$ cat config.mk
export PLATFORM = sky130hd
export DESIGN_NAME = gp_readback_sequencer
export DESIGN_NICKNAME = d
export VERILOG_FILES = /design/src/rtl/gp_readback_pkg.sv /design/src/rtl/gp_readback_sequencer.sv
export SDC_FILE = /design/constraint.sdc
export NUM_CORES = 1
export LEC_CHECK = 0
export ABC_AREA = 1
export CORE_MARGIN = 2
export CORE_UTILIZATION = 40
export CTS_BUF_LIST = sky130_fd_sc_hd__clkbuf_2 sky130_fd_sc_hd__clkbuf_4 sky130_fd_sc_hd__clkbuf_8
export DETAILED_ROUTE_END_ITERATION = 6
export DONT_BUFFER_PORTS = 1
export PLACE_DENSITY = 0.61
export SYNTH_ARGS = -nofsm -noshare
export SYNTH_HDL_FRONTEND = slang
export SYNTH_SLANG_ARGS = --single-unit
$ cat constraint.sdc
create_clock -name clock -period 1.75 [get_ports clock]
set_clock_uncertainty 0.15 [all_clocks]
set_input_delay 0.2625 -clock clock [delete_from_list [all_inputs] [get_ports clock]]
set_output_delay 0.2625 -clock clock [all_outputs]
set_load 0.1 [all_outputs]
$ cat src/rtl/gp_readback_pkg.sv
// Shared types and default sizes for the GP register readback sequencer.
package gp_readback_pkg;
  localparam int DEFAULT_NUM_REGS = 16;
  localparam int DEFAULT_DATA_W   = 32;

  typedef enum logic [1:0] {
    IDLE,
    SETTLE,
    HOLD,
    DONE
  } state_t;
endpackage

$ cat src/rtl/gp_readback_sequencer.sv
// Steps the GP register-file mux over a window, captures each settled bus value and streams it out.
// Define READBACK_CHECKSUM_EN to build the running checksum of accepted words; otherwise it reads 0.
module gp_readback_sequencer
  import gp_readback_pkg::*;
#(
  parameter int NUM_REGS      = DEFAULT_NUM_REGS,
  parameter int DATA_W        = DEFAULT_DATA_W,
  parameter int SEL_W         = $clog2(NUM_REGS),
  parameter int SETTLE_CYCLES = 1
) (
  input  logic              clock,
  input  logic              clear,
  input  logic              start,
  input  logic [SEL_W-1:0]  first_sel,
  input  logic [SEL_W:0]    count,
  output logic [SEL_W-1:0]  gp_register_select,
  input  logic [DATA_W-1:0] BusMuxOut,
  output logic              out_valid,
  input  logic              out_ready,
  output logic [SEL_W-1:0]  out_index,
  output logic [DATA_W-1:0] out_data,
  output logic              busy,
  output logic              done,
  output logic [DATA_W-1:0] checksum
);

  localparam int CTR_W = (SETTLE_CYCLES > 0) ? $clog2(SETTLE_CYCLES + 1) : 1;
  localparam logic [CTR_W-1:0] SETTLE_RELOAD = CTR_W'(SETTLE_CYCLES);
  localparam logic [CTR_W-1:0] CTR_ONE       = CTR_W'(1);
  localparam logic [SEL_W:0]   REM_ONE       = (SEL_W + 1)'(1);
  localparam logic [SEL_W-1:0] SEL_ONE       = SEL_W'(1);

  state_t              state_reg, state_next;
  logic [SEL_W-1:0]    sel_reg, sel_next;
  logic [SEL_W:0]      remaining_reg, remaining_next;
  logic [CTR_W-1:0]    settle_ctr_reg, settle_ctr_next;
  logic                out_valid_reg, out_valid_next;
  logic [SEL_W-1:0]    out_index_reg, out_index_next;
  logic [DATA_W-1:0]   out_data_reg, out_data_next;
`ifdef READBACK_CHECKSUM_EN
  logic [DATA_W-1:0]   checksum_reg, checksum_next;
`endif

  always_comb begin
    state_next      = state_reg;
    sel_next        = sel_reg;
    remaining_next  = remaining_reg;
    settle_ctr_next = settle_ctr_reg;
    out_valid_next  = out_valid_reg;
    out_index_next  = out_index_reg;
    out_data_next   = out_data_reg;
`ifdef READBACK_CHECKSUM_EN
    checksum_next   = checksum_reg;
`endif
    case (state_reg)
      IDLE: begin
        if (start) begin
          if (count == '0) begin
            state_next = DONE;
          end else begin
            sel_next        = first_sel;
            remaining_next  = count;
            settle_ctr_next = SETTLE_RELOAD;
            state_next      = SETTLE;
`ifdef READBACK_CHECKSUM_EN
            checksum_next   = '0;
`endif
          end
        end
      end
      SETTLE: begin
        if (settle_ctr_reg != '0) begin
          settle_ctr_next = settle_ctr_reg - CTR_ONE;
        end else begin
          out_data_next  = BusMuxOut;
          out_index_next = sel_reg;
          out_valid_next = 1'b1;
          state_next     = HOLD;
        end
      end
      HOLD: begin
        if (out_valid_reg && out_ready) begin
          out_valid_next = 1'b0;
          remaining_next = remaining_reg - REM_ONE;
`ifdef READBACK_CHECKSUM_EN
          checksum_next  = checksum_reg + out_data_reg;
`endif
          if (remaining_reg == REM_ONE) begin
            state_next = DONE;
          end else begin
            // Power-of-two register count, so natural overflow is the modulo wrap.
            sel_next        = sel_reg + SEL_ONE;
            settle_ctr_next = SETTLE_RELOAD;
            state_next      = SETTLE;
          end
        end
      end
      DONE: begin
        state_next = IDLE;
      end
      default: begin
        state_next = IDLE;
      end
    endcase
  end

  always_ff @(posedge clock) begin
    if (!clear) begin
      state_reg      <= IDLE;
      sel_reg        <= '0;
      remaining_reg  <= '0;
      settle_ctr_reg <= '0;
      out_valid_reg  <= 1'b0;
      out_index_reg  <= '0;
      out_data_reg   <= '0;
`ifdef READBACK_CHECKSUM_EN
      checksum_reg   <= '0;
`endif
    end else begin
      state_reg      <= state_next;
      sel_reg        <= sel_next;
      remaining_reg  <= remaining_next;
      settle_ctr_reg <= settle_ctr_next;
      out_valid_reg  <= out_valid_next;
      out_index_reg  <= out_index_next;
      out_data_reg   <= out_data_next;
`ifdef READBACK_CHECKSUM_EN
      checksum_reg   <= checksum_next;
`endif
    end
  end

  assign gp_register_select = sel_reg;
  assign out_valid          = out_valid_reg;
  assign out_index          = out_index_reg;
  assign out_data           = out_data_reg;
  assign busy               = (state_reg != IDLE);
  assign done               = (state_reg == DONE);
`ifdef READBACK_CHECKSUM_EN
  assign checksum           = checksum_reg;
`else
  assign checksum           = '0;
`endif

endmodule

# Word level (Yosys, flattened, before mapping)
# Index checks and enable logic that the tools add are counted.
# op_classes
addsub	3
n_eq_ne	9
mux	24
bitwise_logic	1
n_reduce_logical	13
# op_table
operator	count
2-to-1 mux 4 bit	4
2-to-1 mux 5 bit	3
2-to-1 mux 2 bit	5
!= test 2 bit (second input constant)	5
case mux 5 bit (2 select lines)	1
AND reduction 5 bit	2
case mux 2 bit (4 select lines)	1
case mux 4 bit (2 select lines)	1
2-to-1 mux 1 bit	7
AND reduction 3 bit	2
nonzero test 2 bit	3
== test 5 x 1 -> 1 bit (second input constant)	1
logical NOT 5 bit	1
subtractor 5 x 1 -> 5 bit (second input constant)	1
adder 4 x 1 -> 4 bit (second input constant)	1
== test 2 bit (second input constant)	2
AND reduction 4 bit	1
case mux 1 bit (3 select lines)	1
nonzero test 3 bit	1
== test 2 x 1 -> 1 bit (second input constant)	1
logical NOT 2 bit	1
case mux 1 bit (2 select lines)	1
AND reduction 2 bit	1
logical AND 1 bit	1
2 further kinds	2
# word_totals
ff_bits	49
input_bits	45
out_inout_bits	75

# Depth between registers and ports, before layout
# Gate-level depths: netlist (run 1).
# depth
depth_word	4
ltp_mapped	9

# Least setup slack after synthesis (run 1)
# No wires, ideal clock.
# synth_path
kind	register to register
start	register out_valid_reg, in the netlist out_valid
end	register remaining_reg[1]
setup_time_ps	119
t_arrival_ps	1652
t_required_ps	1481
setup_slack_ps	-171
path_stages_with_launch	8
n_path_buf	0
cell_sequence	dfxtp_1 nand2_1 inv_1 nor2_1 nor2_1 nand2_2 o21ai_0 a21oi_1
# synth_between
elab_chain_cells	3
# synth_lines
item	line	source
start, declared	gp_readback_sequencer.sv:37	logic out_valid_reg, out_valid_next;
start signal, assigned	gp_readback_sequencer.sv:124	out_valid_reg <= out_valid_next;
logical AND 1 bit	gp_readback_sequencer.sv:82	if (out_valid_reg && out_ready) begin
!= test 2 bit (no source line)	n/a	
AND reduction 4 bit (no source line)	n/a	
end signal, assigned	gp_readback_sequencer.sv:122	remaining_reg <= remaining_next;
end, declared	gp_readback_sequencer.sv:35	logic [SEL_W:0] remaining_reg, remaining_next;
# No other way between the ends.
# A chain may end at the register's enable or synchronous reset.

# Worst setup path in the final report (run 1)
# layout_path
start	register state_reg[0]
end	register sel_reg[3], in the netlist gp_register_select[3]
# layout_between
elab_chain_cells	3
# layout_lines
item	line	source
start, declared	gp_readback_sequencer.sv:33	state_t state_reg, state_next;
start signal, assigned	gp_readback_sequencer.sv:120	state_reg <= state_next;
== test 2 bit / logical NOT 2 bit (equally long branches)	gp_readback_sequencer.sv:55	case (state_reg)
!= test 2 bit (no source line) / nonzero test 2 bit (equally long branches)	n/a	
AND reduction 5 bit (no source line)	n/a	
end signal, assigned	gp_readback_sequencer.sv:121	sel_reg <= sel_next;
end, declared	gp_readback_sequencer.sv:34	logic [SEL_W-1:0] sel_reg, sel_next;
# Several ways; a longest one is shown, not always the timed one.

==> results of run 1 <==
## critical path: cells and delay by family, from the launching register on
family | cells | cell delay (ns)
AND/OR/NAND/NOR | 4 | 0.54
AO/OA/AOI/OAI | 2 | 0.21
flip-flops | 1 | 0.37
buffers and inverters | 2 | 0.21
## stage by stage
stage / cells / total power, mW
floorplan: 365 / 3.23
global placement: 442 / 3.53
detailed placement: 442 / 3.54
CTS: 483 / 4.29
global route: 483 / 4.50
finish: 483 / 4.27
## kinds of logic after synthesis
logic type,share of synthesized area (%)
compound gates,12.7
other cells,0.158
fa+ha+maj,1.58
buf+inv,16.9
simple gates,27.3
flops,41.4
## what timing repair did
action                                  4_1_cts  5_1_grt
resized for setup                             0        2
hold buffers                                 33        0
hold endpoints to repair                     36        0
endpoints found under the setup margin        0        4
## cells in the mapped netlist (all sizes together)
library cell / n / area share (%)
nand4: 1 / 0.26
dfxtp: 49 / 41
buf: 43 / 13
or2: 1 / 0.26
clkbuf: 5 / 0.79
conb: 1 / 0.16
nor3: 1 / 0.21
nor2: 14 / 2.3
a21oi: 50 / 11
nand3: 47 / 10
inv: 22 / 3.5
ha: 3 / 1.6
o21ai: 10 / 2.1
nand2: 87 / 14
## worst max-delay path by stage
stage          depth (start not counted)                          startpoint                                 end
2_1_floorplan                          6  gp_register_select[2]$_SDFFE_PN0P_  gp_register_select[3]$_SDFFE_PN0P_
3_3_place_gp                           8           state_reg[0]$_SDFFE_PN0P_  gp_register_select[0]$_SDFFE_PN0P_
3_5_place_dp                           8           state_reg[0]$_SDFFE_PN0P_  gp_register_select[3]$_SDFFE_PN0P_
4_1_cts                                3           state_reg[1]$_SDFFE_PN0P_                                done
5_1_grt                                8           state_reg[0]$_SDFFE_PN0P_  gp_register_select[3]$_SDFFE_PN0P_
6_report                               8           state_reg[0]$_SDFFE_PN0P_  gp_register_select[3]$_SDFFE_PN0P_
## where the power goes
part	total, mW	internal, mW	leakage, nW	switching (mW)
Sequential	1.36	1.27	0.401	0.0948
Clock	0.680	0.315	0.0453	0.365
Combinational	2.22	0.459	0.938	1.76
Total	4.27	2.04	1.38	2.22
## cell type report
cell class / instances / area [µm²] / area share (%)
Clock buffer: 7 / 83.8 / 2.72
Multi-Input combinational cell: 246 / 1110 / 36.0
Tap cell: 75 / 93.8 / 3.05
Clock inverter: 1 / 7.51 / 0.244
Timing Repair Buffer: 83 / 718 / 23.3
Inverter: 22 / 82.6 / 2.68
Sequential cell: 49 / 986 / 32.0
## routing by layer
metal  routed length, µm  vias up
met5                   0        -
met4                  62        0
met3                 512        6
met2                2760       96
met1                2530     1009
li1                    -     1162
==> results by stage, run 1 <==
Global routing:
- The first global-routing pass estimated 8980 µm of wire.
- The number of global-route vias before repair was 2,016.
- The initial antenna violation count is 0.
- The most used routing layer is met2.
- The remaining global-route overflow is 0.
- Global routing used 28.9% of the available met2 tracks.
- The global-route total usage across every layer is 17.3%.
- The fraction of met1 tracks used by global routing is 21.5%.
- The maximum number of pins on one net before global-route repair is 25.
- The global routing met3 resource utilization is 5.44%.

Worst setup path:
- STA classifies the critical path startpoint as a flip-flop.
- The largest incremental delay on the critical path is 0.37 ns.
- The endpoint kind of the worst setup timing path is a flip-flop.
- The critical path goes through inv_2 > nand2_2 > inv_2 > nand2_1 > o21ai_1 > nor2_2 > nand2_1 > a21oi_1.
- The largest driver fanout on the critical path is 13.
- The data required time of the critical path is 1.82 ns.
- The worst setup slack for register-to-register paths is 0.21 ns.
- The source of the worst register-to-register timing path is state_reg[0]$_SDFFE_PN0P_.
- The worst setup path is of the flip-flop to flip-flop kind.
- Data arrives at the worst endpoint at 1.61 ns.
- The library cell contributing the largest single delay on the critical path is dfxtp_1.
- The endpoint identified for the worst register-to-register timing path is gp_register_select[3]$_SDFFE_PN0P_.
- For the worst flop-to-flop path, the logic depth is 8.

Layout:
- In the final design database the tool counted 455 nets.
- The library cell used most frequently in the layout, excluding fill and tap cells, is nand2_1.
- In the final layout, the share of cells above drive strength 1 is 17.9%.
- Cells fill 52.9% of the core in the end.
- The area added between synthesis and finish is 30.0%.
- The number of antenna diodes in the final layout is 0.
- After routing the design area is 3080 µm².
- In the layout the commonest cells are nand2_1, a21oi_1, buf_4, nand3_1, dfxtp_1.
- Fill cells in the final layout number 563.
- The flip-flop count of the largest register after layout is 32.

Floorplanning:
- The number of rows created at floorplan is 28.
- The core area is 5820 µm².
- The width of the die is 81.0 µm.
- The die span in y is 81.0 µm.
- The initial core utilization is 40.7%.
- The die area is 6550 µm².
- The number of I/O pins is 120.

Placement:
- The count of input and output buffers is 0.
- Prior to clock tree synthesis, the placed netlist has a worst setup slack of 0.173 ns.
- The standard cell area after detailed placement is 2650 µm².
- The congestion estimate from routability-driven global placement came to 0.869.
- After legalization and detailed placement, the total HPWL measured 3940 µm.

Clocking:
- The number of buffers added by the clock tree synthesis step is 5.
- For this design, the sink count on the clock tree is 49.
- The number of post-CTS setup repair buffers is 0.
- The clock tree synthesis step divided the H-tree into 2 levels.
- The clock passes through at most 2 buffers.
- The clock tree from TritonCTS is done.
- The cell sitting at the root of the clock tree is a clkbuf_8.
- For the worst-skew pair, the clock arrives at the later sink with an insertion delay of 0.29 ns.
- After clock tree synthesis, the clock-pin slew on the worst setup and hold paths is 0.09 ns.

Hold path:
- The path class of the lowest-slack min-delay path is primary input to flip-flop.
- The capture endpoint of the worst hold path is out_valid$_SDFFE_PN0P_.
- The cell depth of the worst hold path is 3.
- The worst hold path begins at out_ready.

Pwr:
- In this run the power density over the cells is 1390 nW/µm².
- Across the VDD grid, the largest voltage drop is 785 µV.
- The leakage power total is 1.38 nW.

Route:
- In the final routed layout, each cell accounts on average for 12.1 µm.
- In the routed layout, each cell is associated on average with a via count of 4.71.
- The vias after detailed routing is 2,273.
- In the routed design, unresolved DRC markers number 0.
- The first-iteration detailed-routing DRC count is 80.
- The number of optimization iterations in the first detailed-route pass is 4.
- In this run the remaining antenna-violating nets after routing total 0.
- Summed over all layers, the routed wires come to 5870 µm.

STA:
- The final max-slew violation count came to 0.
- The worst hold margin is 0.0179 ns.
- Setup violations remaining at the end of the flow were counted as 0.
- In the finished design, the share of the clock period the worst path needs comes to 88.0%.
- The final number of hold-violating endpoints is 0.
- The final worst-path setup slack is 0.210 ns.
- The aggregate negative setup slack is 0 ns.
- Setup repair after global routing left no endpoint under its margin.
- The maximum clock frequency is 649 MHz.
- The clock period could shrink to 1.54 ns.

Yosys:
- The count of mapped cells out of synthesis is 334.
- The number of distinct standard cells referenced by the synthesized netlist is 21.
- The average cell area after synthesis is 7.09 µm².
- For this run, the number of Yosys warnings is 0.
- After synthesis the netlist holds a flip-flop and latch count of 49.
- The mapped netlist covers 2370 µm².
- After synthesis, flip-flops and latches occupy 41.4% of the total area.

Outcome:
- The flow ran to the end, and the final reports show no timing, DRC or antenna violations.

Run:
- The max-cap check violation count is 0.
(Power assumes the default switching activity.)
==> run 2, diff against run 1 <==
--- a/config.mk
+++ b/config.mk
@@ -11,6 +11,7 @@
 export CTS_BUF_LIST = sky130_fd_sc_hd__clkbuf_2 sky130_fd_sc_hd__clkbuf_4 sky130_fd_sc_hd__clkbuf_8
 export DETAILED_ROUTE_END_ITERATION = 6
 export DONT_BUFFER_PORTS = 1
+export HOLD_SLACK_MARGIN = 0.06
 export PLACE_DENSITY = 0.61
 export SYNTH_ARGS = -nofsm -noshare
 export SYNTH_HDL_FRONTEND = slang
==> results by stage, run 2 (same netlist as run 1, synthesis figures left out) <==
Worst setup path:
- In this design, the stage delay of the slowest critical-path cell is 0.37 ns.
- Data arrives at the worst endpoint at 1.63 ns.
- The critical path contains buffers and inverters numbering 2 combined.
- The data required time of the critical path is 1.82 ns.
- The endpoint kind of the worst setup timing path is a flip-flop.
- The signal on the critical path passes through inv_2 > nand2_2 > inv_2 > nand2_1 > o21ai_1 > nor2_2 > nand2_1 > a21oi_1.
- The sort of element at the start of the critical path is a flip-flop.
- The library cell contributing the largest single delay on the critical path is dfxtp_1.
- The largest driver fanout on the critical path is 13.
- The number of cells on the worst reg-to-reg path is 8.
- The path length in cells of the critical path is 8.
- The category of the critical setup timing path is flip-flop to flip-flop.
- The cell family contributing the most delay on the critical path is simple AND/OR/NAND/NOR gates.

Pwr:
- Dividing total power by cell area gives a power density of 1370 nW/µm².
- The combinational cell fraction of total power is 52.2%.
- The net switching component of the power is 2.23 mW.
- For this design the static power due to leakage is 1.41 nW.
- The internal portion of the total power is 2.05 mW.
- Net switching is 52.1% of the power.
- Of the total power, the clock network draws 15.9%.
- VDD sags by at most 786 µV.
- The share of power burned in registers is 31.9%.

Floorplanning:
- The die covers 6550 µm².
- The die span in y is 81.0 µm.
- The die is 81.0 µm wide.
- For this design the top-level I/O count stands at 120.
- The core area is 5820 µm².
- The floorplan has 28 rows.
- The initial core utilization is 40.7%.

Route:
- The final layout contains routed wiring with a total length of 5900 µm.
- The number of nets still failing antenna checks after routing is 0.
- The number of optimization iterations in the first detailed-route pass is 4.
- The per-cell via count in the routed design is 4.69.
- The detailed-route wire length per cell is 12.1 µm.
- Detailed routing inserted a total of 2,291 vias.
- For this block, the initial DRC count from the detailed router was 72.
- The DRC violation count after routing is 0.

Clocking:
- The tree built by TritonCTS fans out to 49 sinks.
- In this run the clock root is driven by a clkbuf_8.
- For the worst-skew pair, the clock arrives at the later sink with an insertion delay of 0.29 ns.
- The post-CTS clock slew at the launch and capture registers of the worst setup and hold paths is 0.09 ns.
- In this run, CTS created clock tree buffers numbering 5.
- TritonCTS built the clock tree.
- The longest clock path from root to sink contains 2 buffers.
- The H-tree was split into 2 levels.

STA:
- The setup violation total in the final timing report is 0.
- Derived from the worst setup path, the maximum achievable clock frequency is 643 MHz.
- The post-route minimum period is 1.55 ns.
- Setup repair after global routing left no endpoint under its margin.
- Summed over all failing endpoints, the final setup total negative slack is 0 ns.
- The final number of hold-violating endpoints came to 0.
- Dividing the final minimum period by the clock period gives 88.8%.
- The final max-slew violation count is 0.

Hold path:
- Counting instances, the worst hold path has a depth of 4.
- In this run the worst hold path is classified as primary input to flip-flop.

Layout:
- Cells fill 53.8% of the core in the end.
- The filler cell count is 558.
- The total inserted antenna cells is 0.
- In the layout the commonest cells are nand2_1, a21oi_1, buf_4, nand3_1, dfxtp_1.
- The share of post-route cells with drive strength above 1 is 17.7%.
- From synthesis to final layout, the design area changed by 32.1%.
- The most common library cell in the layout ignoring fill and taps is nand2_1.
- The post-layout net count is 460.
- The register with the most flip-flops in the layout has 32 of them.

Placement:
- The half-perimeter wire length after placement is 3940 µm.
- At the end of routability-driven placement, the weighted congestion stood at 0.869.
- In this run the tool buffered the top-level ports with 0 buffer cells.

Global routing:
- The remaining global-route overflow is 0.
- The first global-routing pass estimated 9070 µm of wire.
- Global routing consumed, over all layers together, 17.5% of the routing resources.
- Entering global routing, the biggest net connects 25 pins.
- The number of global-route vias before repair came to 2,031.
- The initial antenna violation count is 0.

Run:
- The max-cap check violation count is 0.

Outcome:
- The run finished with clean final reports.
-- run 2: area by class of cell --
| type | instances | area, µm² | share of cell area [%] |
|---|---|---|---|
| Clock buffer | 7 | 83.8 | 2.68 |
| Clock inverter | 1 | 7.51 | 0.240 |
| Inverter | 22 | 82.6 | 2.64 |
| Multi-Input combinational cell | 246 | 1110 | 35.4 |
| Sequential cell | 49 | 986 | 31.5 |
| Tap cell | 75 | 93.8 | 3.00 |
| Timing Repair Buffer | 88 | 768 | 24.6 |
-- run 2: routing by layer --
layer	wire (µm)	vias up	GRT usage, %
li1	-	1171	-
met1	2530	1014	22.0
met2	2780	100	29.0
met3	530	6	5.33
met4	62	0	4.75
met5	0	-	0
-- run 2: power by group through the flow --
stage / clock (mW) / combinational [mW] / sequential (mW)
floorplan: 0 / 1.07 / 2.17
global placement: 0 / 2.14 / 1.38
detailed placement: 0 / 2.15 / 1.39
CTS: 0.711 / 2.23 / 1.36
global route: 0.758 / 2.37 / 1.39
finish: 0.681 / 2.23 / 1.37
-- run 2: tightest hold or removal path, delay by kind of cell --
kind / cells / cell delay [ns]
and+or+nand+nor: 2 / 0.11
AOI/OAI and AO/OA: 2 / 0.12
-- run 2: repair_timing --
item                                    in CTS  in global routing
hold endpoints to repair                    41                  0
buffers inserted                             0                  0
gates resized for setup                      0                  2
hold buffers                                38                  0
endpoints found under the setup margin       0                  4
-- run 2: final timing paths --
path | startpoint | to | slack [ns]
setup / recovery | state_reg[0]$_SDFFE_PN0P_ | gp_register_select[3]$_SDFFE_PN0P_ | 0.20
hold / removal | first_sel[0] | gp_register_select[0]$_SDFFE_PN0P_ | 0.08
setup reg to reg | state_reg[0]$_SDFFE_PN0P_ | gp_register_select[3]$_SDFFE_PN0P_ | 0.20
hold reg to reg | out_data[9]$_SDFFE_PN0P_ | out_data[9]$_SDFFE_PN0P_ | 0.31
-- run 2: per-stage QoR --
step	instance area (µm²)	total power [mW]	cells	hold WS [ns]	setup slack, ns
after floorplan	2490	3.23	365	0.251	0.0282
after global placement	2650	3.53	442	0.255	0.246
after detailed placement	2650	3.54	442	0.259	0.173
after CTS	3130	4.30	488	0.0711	0.142
after global routing	3130	4.51	488	0.0819	0.0146
final	3130	4.28	488	0.0827	0.196
==> run 3, diff against run 2 <==
--- a/config.mk
+++ b/config.mk
@@ -6,6 +6,7 @@
 export NUM_CORES = 1
 export LEC_CHECK = 0
 export ABC_AREA = 1
+export CAP_MARGIN = 0
 export CORE_MARGIN = 2
 export CORE_UTILIZATION = 40
 export CTS_BUF_LIST = sky130_fd_sc_hd__clkbuf_2 sky130_fd_sc_hd__clkbuf_4 sky130_fd_sc_hd__clkbuf_8
==> results of run 3 <==
Same layout as run 2: the final DEF is identical, and so are final timing and power.
